[src/rtl/prng_arbiter.sv]
// prng_arbiter: shares one Trivium PRNG among NREQ requesters. One requester
// owns the PRNG at a time; seed/reseed/rdi handshakes are routed to the owner
// only. Ownership is never released while a reseed is outstanding.
// Arbitration: fixed priority (lowest index wins) by default; define
// PRNG_ARB_RR_EN for round-robin, where the search starts after the last owner.

// Per-requester routing slice: masks everything by the lane's grant bit.
module prng_arb_lane #(
    parameter int SEED_W = 256
) (
    input  logic              owned,
    input  logic              req_reseed,
    input  logic              req_ready,
    input  logic [SEED_W-1:0] req_seed,
    input  logic              prng_valid,
    input  logic              prng_ack,
    output logic              lane_reseed,
    output logic              lane_ready,
    output logic [SEED_W-1:0] lane_seed,
    output logic              lane_valid,
    output logic              lane_ack,
    output logic              rogue
);
    assign lane_reseed = owned & req_reseed;
    assign lane_ready  = owned & req_ready;
    assign lane_seed   = owned ? req_seed : '0;
    assign lane_valid  = owned & prng_valid;
    assign lane_ack    = owned & prng_ack;
    // A lane asking for a reseed without holding the grant is a protocol error.
    assign rogue       = req_reseed & ~owned;
endmodule

module prng_arbiter #(
    parameter int NREQ   = 3,
    parameter int SEED_W = 256,
    parameter int DATA_W = 128
) (
    input  logic                   clk,
    input  logic                   rst,
    input  logic [NREQ-1:0]        req,
    output logic [NREQ-1:0]        gnt,
    output logic                   busy,
    output logic                   proto_err,
    input  logic [NREQ*SEED_W-1:0] seed_in,
    input  logic [NREQ-1:0]        reseed_in,
    input  logic [NREQ-1:0]        rdi_ready_in,
    output logic [NREQ-1:0]        reseed_ack_o,
    output logic [NREQ-1:0]        rdi_valid_o,
    output logic [DATA_W-1:0]      rdi_data_o,
    output logic                   en_prng,
    output logic [SEED_W-1:0]      seed,
    output logic                   reseed,
    input  logic                   reseed_ack,
    input  logic [DATA_W-1:0]      rdi_data,
    input  logic                   rdi_valid,
    output logic                   rdi_ready
);
    typedef enum logic {IDLE, OWN} state_t;

    state_t                       state;
    logic                         reseed_pend;
    logic [NREQ-1:0][SEED_W-1:0]  seed_arr;
    logic [NREQ-1:0][SEED_W-1:0]  lane_seed;
    logic [NREQ-1:0]              lane_reseed;
    logic [NREQ-1:0]              lane_ready;
    logic [NREQ-1:0]              lane_valid;
    logic [NREQ-1:0]              lane_ack;
    logic [NREQ-1:0]              rogue;
    logic [NREQ-1:0]              win_oh;
    logic                         owner_req;
    logic                         pend_nxt;
    logic                         release_own;
    int                           cand;
`ifdef PRNG_ARB_RR_EN
    localparam int               IDX_W = (NREQ > 1) ? $clog2(NREQ) : 1;
    localparam logic [IDX_W-1:0] LAST  = IDX_W'(NREQ - 1);
    logic [IDX_W-1:0]             rr_ptr;
    logic [IDX_W-1:0]             win_idx;
`endif

    assign seed_arr = seed_in;

    for (genvar i = 0; i < NREQ; i++) begin : gen_lane
        prng_arb_lane #(.SEED_W(SEED_W)) u_lane (
            .owned      (gnt[i]),
            .req_reseed (reseed_in[i]),
            .req_ready  (rdi_ready_in[i]),
            .req_seed   (seed_arr[i]),
            .prng_valid (rdi_valid),
            .prng_ack   (reseed_ack),
            .lane_reseed(lane_reseed[i]),
            .lane_ready (lane_ready[i]),
            .lane_seed  (lane_seed[i]),
            .lane_valid (lane_valid[i]),
            .lane_ack   (lane_ack[i]),
            .rogue      (rogue[i])
        );
    end

    // Merge lane seeds; at most the owner lane is non-zero, all zero when idle.
    always_comb begin
        seed = '0;
        for (int i = 0; i < NREQ; i++) seed = seed | lane_seed[i];
    end

    // PRNG side is driven only while owned (gnt is zero in IDLE).
    assign en_prng      = busy;
    assign reseed       = (|lane_reseed) | reseed_pend;
    assign rdi_ready    = |lane_ready;
    assign rdi_valid_o  = lane_valid;
    assign reseed_ack_o = lane_ack;
    assign rdi_data_o   = busy ? rdi_data : '0;

    // A reseed still unacknowledged after this edge keeps the owner in place,
    // including the very cycle it is first raised.
    assign pend_nxt    = reseed & ~reseed_ack;
    assign owner_req   = |(req & gnt);
    assign release_own = ~owner_req & ~pend_nxt;

    // Winner search: scan downward so the first candidate in priority order
    // is the last one written.
    always_comb begin
        win_oh = '0;
        cand   = 0;
`ifdef PRNG_ARB_RR_EN
        win_idx = '0;
`endif
        for (int k = NREQ - 1; k >= 0; k--) begin
`ifdef PRNG_ARB_RR_EN
            cand = (int'(rr_ptr) + k) % NREQ;
`else
            cand = k;
`endif
            if (req[cand]) begin
                win_oh       = '0;
                win_oh[cand] = 1'b1;
`ifdef PRNG_ARB_RR_EN
                win_idx      = IDX_W'(cand);
`endif
            end
        end
    end

    // Ownership FSM: grant from IDLE, hold in OWN until owner lets go, then
    // spend one IDLE cycle before the next grant.
    always_ff @(posedge clk or posedge rst) begin
        if (rst) begin
            state       <= IDLE;
            gnt         <= '0;
            busy        <= 1'b0;
            reseed_pend <= 1'b0;
            proto_err   <= 1'b0;
`ifdef PRNG_ARB_RR_EN
            rr_ptr      <= '0;
`endif
        end else begin
            if (|rogue) proto_err <= 1'b1;
            case (state)
                IDLE: begin
                    reseed_pend <= 1'b0;
                    if (|req) begin
                        state <= OWN;
                        gnt   <= win_oh;
                        busy  <= 1'b1;
`ifdef PRNG_ARB_RR_EN
                        rr_ptr <= (win_idx == LAST) ? '0 : win_idx + 1'b1;
`endif
                    end
                end
                OWN: begin
                    reseed_pend <= pend_nxt;
                    if (release_own) begin
                        state <= IDLE;
                        gnt   <= '0;
                        busy  <= 1'b0;
                    end
                end
                default: begin
                    state       <= IDLE;
                    gnt         <= '0;
                    busy        <= 1'b0;
                    reseed_pend <= 1'b0;
                end
            endcase
        end
    end
endmodule

[config.mk]
export PLATFORM = sky130hd
export DESIGN_NAME = prng_arbiter
export DESIGN_NICKNAME = d
export VERILOG_FILES = /design/src/rtl/prng_arbiter.sv
export SDC_FILE = /design/constraint.sdc
export NUM_CORES = 1
export LEC_CHECK = 0
export ABC_AREA = 1
export CAP_MARGIN = 30
export CORE_AREA = 2 2 506 508
export DETAILED_ROUTE_END_ITERATION = 8
export DIE_AREA = 0 0 508 510
export SLEW_MARGIN = 5
export SYNTH_ARGS = -nofsm -noshare
export SYNTH_HDL_FRONTEND = slang
export SYNTH_SLANG_ARGS = --single-unit
[constraint.sdc]
create_clock -name clk -period 1.2 [get_ports clk]
set_input_delay 0.3 -clock clk [delete_from_list [all_inputs] [get_ports clk]]
set_output_delay 0.3 -clock clk [all_outputs]
set_load 0.1 [all_outputs]
==> results of run 1 <==
-- metal layers --
| metal | GRT usage | vias up |
|---|---|---|
| met2 | 0.228 | 1366 |
| met3 | 0.107 | 511 |
| met4 | 0.0413 | 266 |
| met5 | 0 | - |
| li1 | - | 7299 |
| met1 | 0.173 | 8219 |
-- area by class of cell --
cell class	count	share of cell area
multi-input cells	1193	0.293
diodes	89	0.00607
clock buffers	4	0.00215
repair buffers	1490	0.551
well taps	3366	0.115
inverters	143	0.0277
flip-flops and latches	7	0.00522
-- what timing repair did --
item | in CTS | in global routing
setup endpoints to repair | 404 | 404
resized for setup | 287 | 199
cloned | 19 | 15
setup buffers | 22 | 9
pin swaps | 15 | 10
endpoints found under the hold margin | 0 | 0
-- kinds of logic after synthesis --
kind of cell           after synthesis  share of synthesized area
buffers and inverters              254                      0.226
AND/OR/NAND/NOR                   1189                      0.743
flip-flops                           7                     0.0271
AO/OA/AOI/OAI                        4                    0.00407
-- state kept, by name, summed over array words and instances, names as in the netlist --
name / count
busy: 1
gnt: 3
proto_err: 1
reseed_pend: 1
state: 1
-- worst min-delay path: cells and delay by family --
kind	cells	cell delay, ns
buffers and inverters	3	0.71
-- stage by stage --
step                cell area (µm²)  cells  worst slack, ns
floorplan                     12000   1454           -0.623
global placement              33500   6138            -1.00
detailed placement            33500   6138            -1.02
CTS                           35400   6180           -0.879
global route                  36600   6239           -0.899
finish                        36700   6292           -0.863
-- placed cells by master, fill, tap and decap left out --
cell and n:
a21oi_1 1, buf_12 456, buf_16 33, buf_4 52, buf_6 17, buf_8 11, bufbuf_16 2, clkbuf_1 1
clkbuf_16 14, clkdlybuf4s50_1 906, clkinvlp_4 128, dfrtp_1 2, dfrtp_2 1, dfrtp_4 4, diode_2 89, dlygate4sd2_1 2
inv_1 8, inv_2 7, nand2_1 399, nand2_2 260, nand2_4 253, nand2_8 11, nand3_1 4, nand3_4 257
nand3b_1 1, nand4_1 2, nor2_1 2, o21a_1 1, o21ai_1 1, o221ai_1 1
-- worst paths after layout --
path	endpoint	depth (start not counted)
hold / removal	state	3
setup reg to reg	gnt[1]	11
min in group clk	state	1
max in group asynchronous	gnt[1]	3
hold reg to reg	state	1
setup / recovery	seed[54]	6
-- power by group --
| part | leakage [nW] | total, mW | internal, mW | switching [mW] |
|---|---|---|---|---|
| clock | 0.0387 | 0.601 | 0.445 | 0.156 |
| combinational | 14.8 | 103 | 35.3 | 68.1 |
| sequential | 0.0784 | 0.497 | 0.350 | 0.146 |
==> flow_summary_export.csv, run 1 <==
group,metric,value,unit
finish,drive_gt1_frac,0.531,
die,rows,185,
setup_path,worstSetupStartpointType,"register",
setup_path,worst_path_max_delay_cell,"dfrtp_4",
place,hpwlAfterDp,191,mm
die,die_h,510,µm
synthesis,netlist.area_leader.share,0.536,
synthesis,syn_nets,2363,
sta,slew_violations,0,
clock_network,clk_pin_slew,0.04,ns
setup_path,critPathLaunch,"gnt[1]",
finish,multi_input_comb_area,0.0108,mm²
die,start_util,0.0255,
clock_network,cts_buffers,3,
sta,hold_viol,0,
drt,routed_wl,210,mm
synthesis,synthFlopType,"dfrtp_1",
setup_path,path_max_fanout,14,
drt,dr.first_iter.drc_count,1062,
finish,layout.nets,3747,
die,coreArea,0.253,mm²
drt,dr.pass1.iters,5,
sta,skew,0.00328,ns
clock_network,clockRootBuffer,"clkbuf_16",
setup_path,cpLargestDelayFamily,"buffers and inverters",
drt,drcViolationCount,0,
global_routing,antenna_found_initial,329,
hold_path,hold_path_class,"in -> async",
setup_path,end_kind,"output pin",
setup_path,rrSetupSlack,-0.67,ns
setup_path,critPathArrivalTime,1.76,ns
finish,fin_util,0.145,
global_routing,grt_usage,0.153,
drt,vias_per_cell,2.81,
clock_network,postCtsHoldBufs,0,
run_status,outcome,"finished with violations",
sta,fin_crit_sh,1.72,
synthesis,synth-edff-count,0,
synthesis,synth_area_leader_cell,"nand2_1",
global_routing,grt_overflow_total,0,
setup_path,crit_path_max_incr_delay,0.53,ns
die,die_x,508,µm
sta,slew_headroom,0.669,
drt,wl_met1,79.5,mm
synthesis,yosysWarnings,0,
setup_path,crit_chain,"buf_16, buf_12, buf_16, nand2_4, nand3_4, buf_12",
clock_network,cts_tree,"built",
setup_path,critPathKind,"reg -> out",
clock_network,cts.htree.levels,1,
setup_path,reg2reg_from,"gnt[0]",
global_routing,grt_pass1_vias,17454,
clock_network,cts_buffer_depth,2,
sta,fin_setup_tns,-292.95,ns
synthesis,yosysUniqueCellTypes,17,
run_status,violations,"negative setup slack",
synthesis,synthesis.area,0.00646,mm²
place,port-buffer-count,1306,
drt,drtAntennaViolNets,0,
sta,setup_violations,404,
place,place.gp.congestion,0.984,
power_and_ir_drop,p_leak,14.9,nW
power_and_ir_drop,p_total,105,mW
die,die-area,0.259,mm²
synthesis,post-synth-top-count-cell,"nand2_1",
synthesis,ys_seq_elements,7,
sta,hold_ws,0.451,ns
sta,fin_ws,-0.863,ns
setup_path,cp.required,0.90,ns
synthesis,async_reset_ff_frac,1.00,
setup_path,crit_buf_inv,4,
drt,highest_layer,"met5",
power_and_ir_drop,max-vdd-ir-drop,0.00161,V
finish,fillerInstances,28337,
clock_network,numClockSinks,7,
drt,met2WireLength,87.7,mm
synthesis,synth_area_leaders,"nand2_1 54%, nand3_1 20%, buf_6 9.4%, inv_1 8.2%, buf_2 3.4%",
drt,wire_per_inst,33.3,µm
global_routing,grt_max_degree,57,
power_and_ir_drop,powerDensity,2850,mW/mm²
drt,route.met3.wl,33.6,mm
finish,ff_latch_area,191,µm²
synthesis,ys_seq_area_frac,0.0271,
synthesis,avgSynthCellArea,4.44,µm²
drt,num_vias,17661,
sta,rsz0062_at_grt,"yes",
sta,min_period,2.06,ns
job,cap_violations,0,
die,pin_count,1307,
finish,area_growth,468,%
sta,fmax,0.485,GHz
sta,tightest_slew,0.496,ns
global_routing,grt_pass1_wl,243,mm
synthesis,synthTopCellsByCount,"922 x nand2_1, 261 x nand3_1, 142 x inv_1, 54 x buf_6, 44 x buf_2",
clock_network,clk_latency,0.24,ns
synthesis,syn-instance-count,1454,
(Power assumes the default switching activity.)
==> run 2, diff against run 1 <==
CORE_AREA = 2 2 509 511   (was 2 2 506 508)
DIE_AREA = 0 0 511 513   (was 0 0 508 510)
GPL_TIMING_DRIVEN = 0   (was unset)
clock period = 2.35 ns   (was 1.2 ns; I/O delays follow)
==> run 2 against run 1 <==
Compared with the run above:
- the flow still finishes with violations (negative setup slack)
- final cell count increased by 1.1%
- first-iteration DRC count is 9.2% lower
- critical path depth is 3 higher
- sequential cell count unchanged
- clock skew is 0.0028 ns lower
- wire length increased by 11%
- largest power group unchanged
==> flow_summary_export.csv, run 2 (synthesized netlist as in run 1, its figures left out) <==
group,metric,value,unit
power_and_ir_drop,powerDensity,1540,mW/mm²
clock_network,cts_buffers,3,
finish,design_area,0.0341,mm²
global_routing,grt_max_degree,11,
sta,fin_crit_sh,1.11,
global_routing,antenna_found_initial,285,
global_routing,grt_overflow_total,0,
power_and_ir_drop,p_total,52.6,mW
setup_path,crit_path_max_incr_delay,0.40,ns
place,port-buffer-count,1306,
die,die-area,0.262,mm²
clock_network,clk_latency,0.23,ns
finish,instances_no_fill,6361,
power_and_ir_drop,switchingPower,35.8,mW
sta,hold_viol,0,
finish,largest-register,"gnt",
global_routing,grt_pass1_wl,267,mm
run_status,violations,"negative setup slack",
clock_network,cts_tree,"built",
power_and_ir_drop,p_int,16.7,mW
place,pre_cts_ws,-1.71,ns
setup_path,end_kind,"output pin",
finish,layout.nets,3782,
finish,largest_reg_flops,3,
drt,wire_per_inst,36.5,µm
global_routing,grt_usage,0.169,
setup_path,worstSetupStartpointType,"register",
setup_path,critPathArrivalTime,2.03,ns
sta,fin_ws,-0.263,ns
setup_path,cp.required,1.76,ns
sta,skew,0.000470,ns
drt,num_vias,17290,
place,placed_cell_area,0.0262,mm²
sta,slew_violations,0,
clock_network,clockRootBuffer,"clkbuf_16",
finish,layout_commonest_cell,"clkdlybuf4s50_1",
hold_path,hold_path_class,"reg -> reg",
clock_network,numClockSinks,7,
global_routing,grt_pass1_vias,16906,
drt,dr.pass1.iters,5,
clock_network,cts_buffer_depth,2,
setup_path,worst_path_max_delay_cell,"dfrtp_2",
sta,slew_headroom,0.345,
setup_path,path_max_fanout,6,
place,dp.cells,6235,
drt,routed_wl,232,mm
clock_network,clk_pin_slew,0.04,ns
die,coreArea,0.256,mm²
setup_path,critPathKind,"reg -> out",
sta,tightest_slew,0.980,ns
sta,min_period,2.61,ns
drt,drcViolationCount,0,
finish,mostFrequentLayoutCells,"908 x clkdlybuf4s50_1, 632 x nand2_1, 184 x buf_12",
finish,drive_gt1_frac,0.427,
die,pin_count,1307,
sta,fmax,0.383,GHz
power_and_ir_drop,share_seq_of_total_power,0.005,
drt,drtAntennaViolNets,0,
die,rows,186,
sta,hold_ws,0.490,ns
die,start_util,0.0252,
sta,setup_violations,138,
power_and_ir_drop,p_leak,14.0,nW
sta,rsz0062_at_grt,"yes",
power_and_ir_drop,switching_share,0.682,
power_and_ir_drop,p_clk_frac,0.006,
setup_path,crit_chain,"buf_6, buf_12, buf_16, buf_8, buf_8, clkbuf_16, nand2_8, nand3_4, buf_12",
finish,area_growth,428,%
power_and_ir_drop,max-vdd-ir-drop,0.000870,V
job,cap_violations,0,
drt,vias_per_cell,2.72,
run_status,outcome,"finished with violations",
clock_network,cts.htree.levels,1,
die,die_h,513,µm
place,place.gp.congestion,0.930,
die,die_x,511,µm
drt,dr.first_iter.drc_count,964,
power_and_ir_drop,comb_power_share,0.990,
place,hpwlAfterDp,211,mm
## run 2: metal layers
metal | GRT usage | share of wire | vias up
met4 | 0.0575 | 0.043 | 204
met1 | 0.179 | 0.36 | 7807
met2 | 0.281 | 0.46 | 1366
met5 | 0 | 0.0059 | -
met3 | 0.0952 | 0.13 | 516
li1 | - | - | 7397
## run 2: power groups by stage
stage	combinational (mW)	sequential, mW	clock (mW)
global route	53.7	0.260	0.310
floorplan	24.9	0.252	0
CTS	50.6	0.266	0.299
detailed placement	44.2	0.254	0
finish	52.0	0.247	0.298
global placement	40.8	0.252	0
## run 2: path summary, 6_finish.rpt
path / start / end / slack (ns) / cells after the start
worst min-delay path: proto_err / proto_err / 0.49 / 2
worst max-delay path: gnt[2] / seed[123] / -0.26 / 9
worst max register to register: gnt[2] / proto_err / 0.71 / 8
worst min register to register: proto_err / proto_err / 0.49 / 2
max in group asynchronous: rst / busy / 1.44 / 2
min in group asynchronous: rst / gnt[2] / 0.65 / 2
## run 2: what timing repair did
item / CTS / global route
hold buffers: 0 / 0
gates cloned: 15 / 12
pin swaps: 49 / 45
gates resized for setup: 2398 / 617
endpoints found under the setup margin: 395 / 264
setup buffers: 79 / 34
## run 2: stage by stage
stage          TNS, ns    util
2_1_floorplan        0       -
3_3_place_gp   -420.18  0.0944
3_5_place_dp   -284.43   0.102
4_1_cts         -39.84   0.121
5_1_grt         -21.53   0.133
6_report        -15.15   0.133
## run 2: worst max-delay path: cells and delay by family (launching register included)
family	cells	cell delay, ns
buffers and inverters	7	1.09
DFF	1	0.40
and+or+nand+nor	2	0.24
## run 2: final cells by class
class / count / area, µm²
Inverter: 143 / 950
Fill cell: 29146 / 222000
Buffer: 92 / 1300
Timing Repair Buffer: 1433 / 17900
Clock buffer: 4 / 78.8
Multi-Input combinational cell: 1193 / 9160
Antenna cell: 105 / 263
Tap cell: 3384 / 4230
Sequential cell: 7 / 183
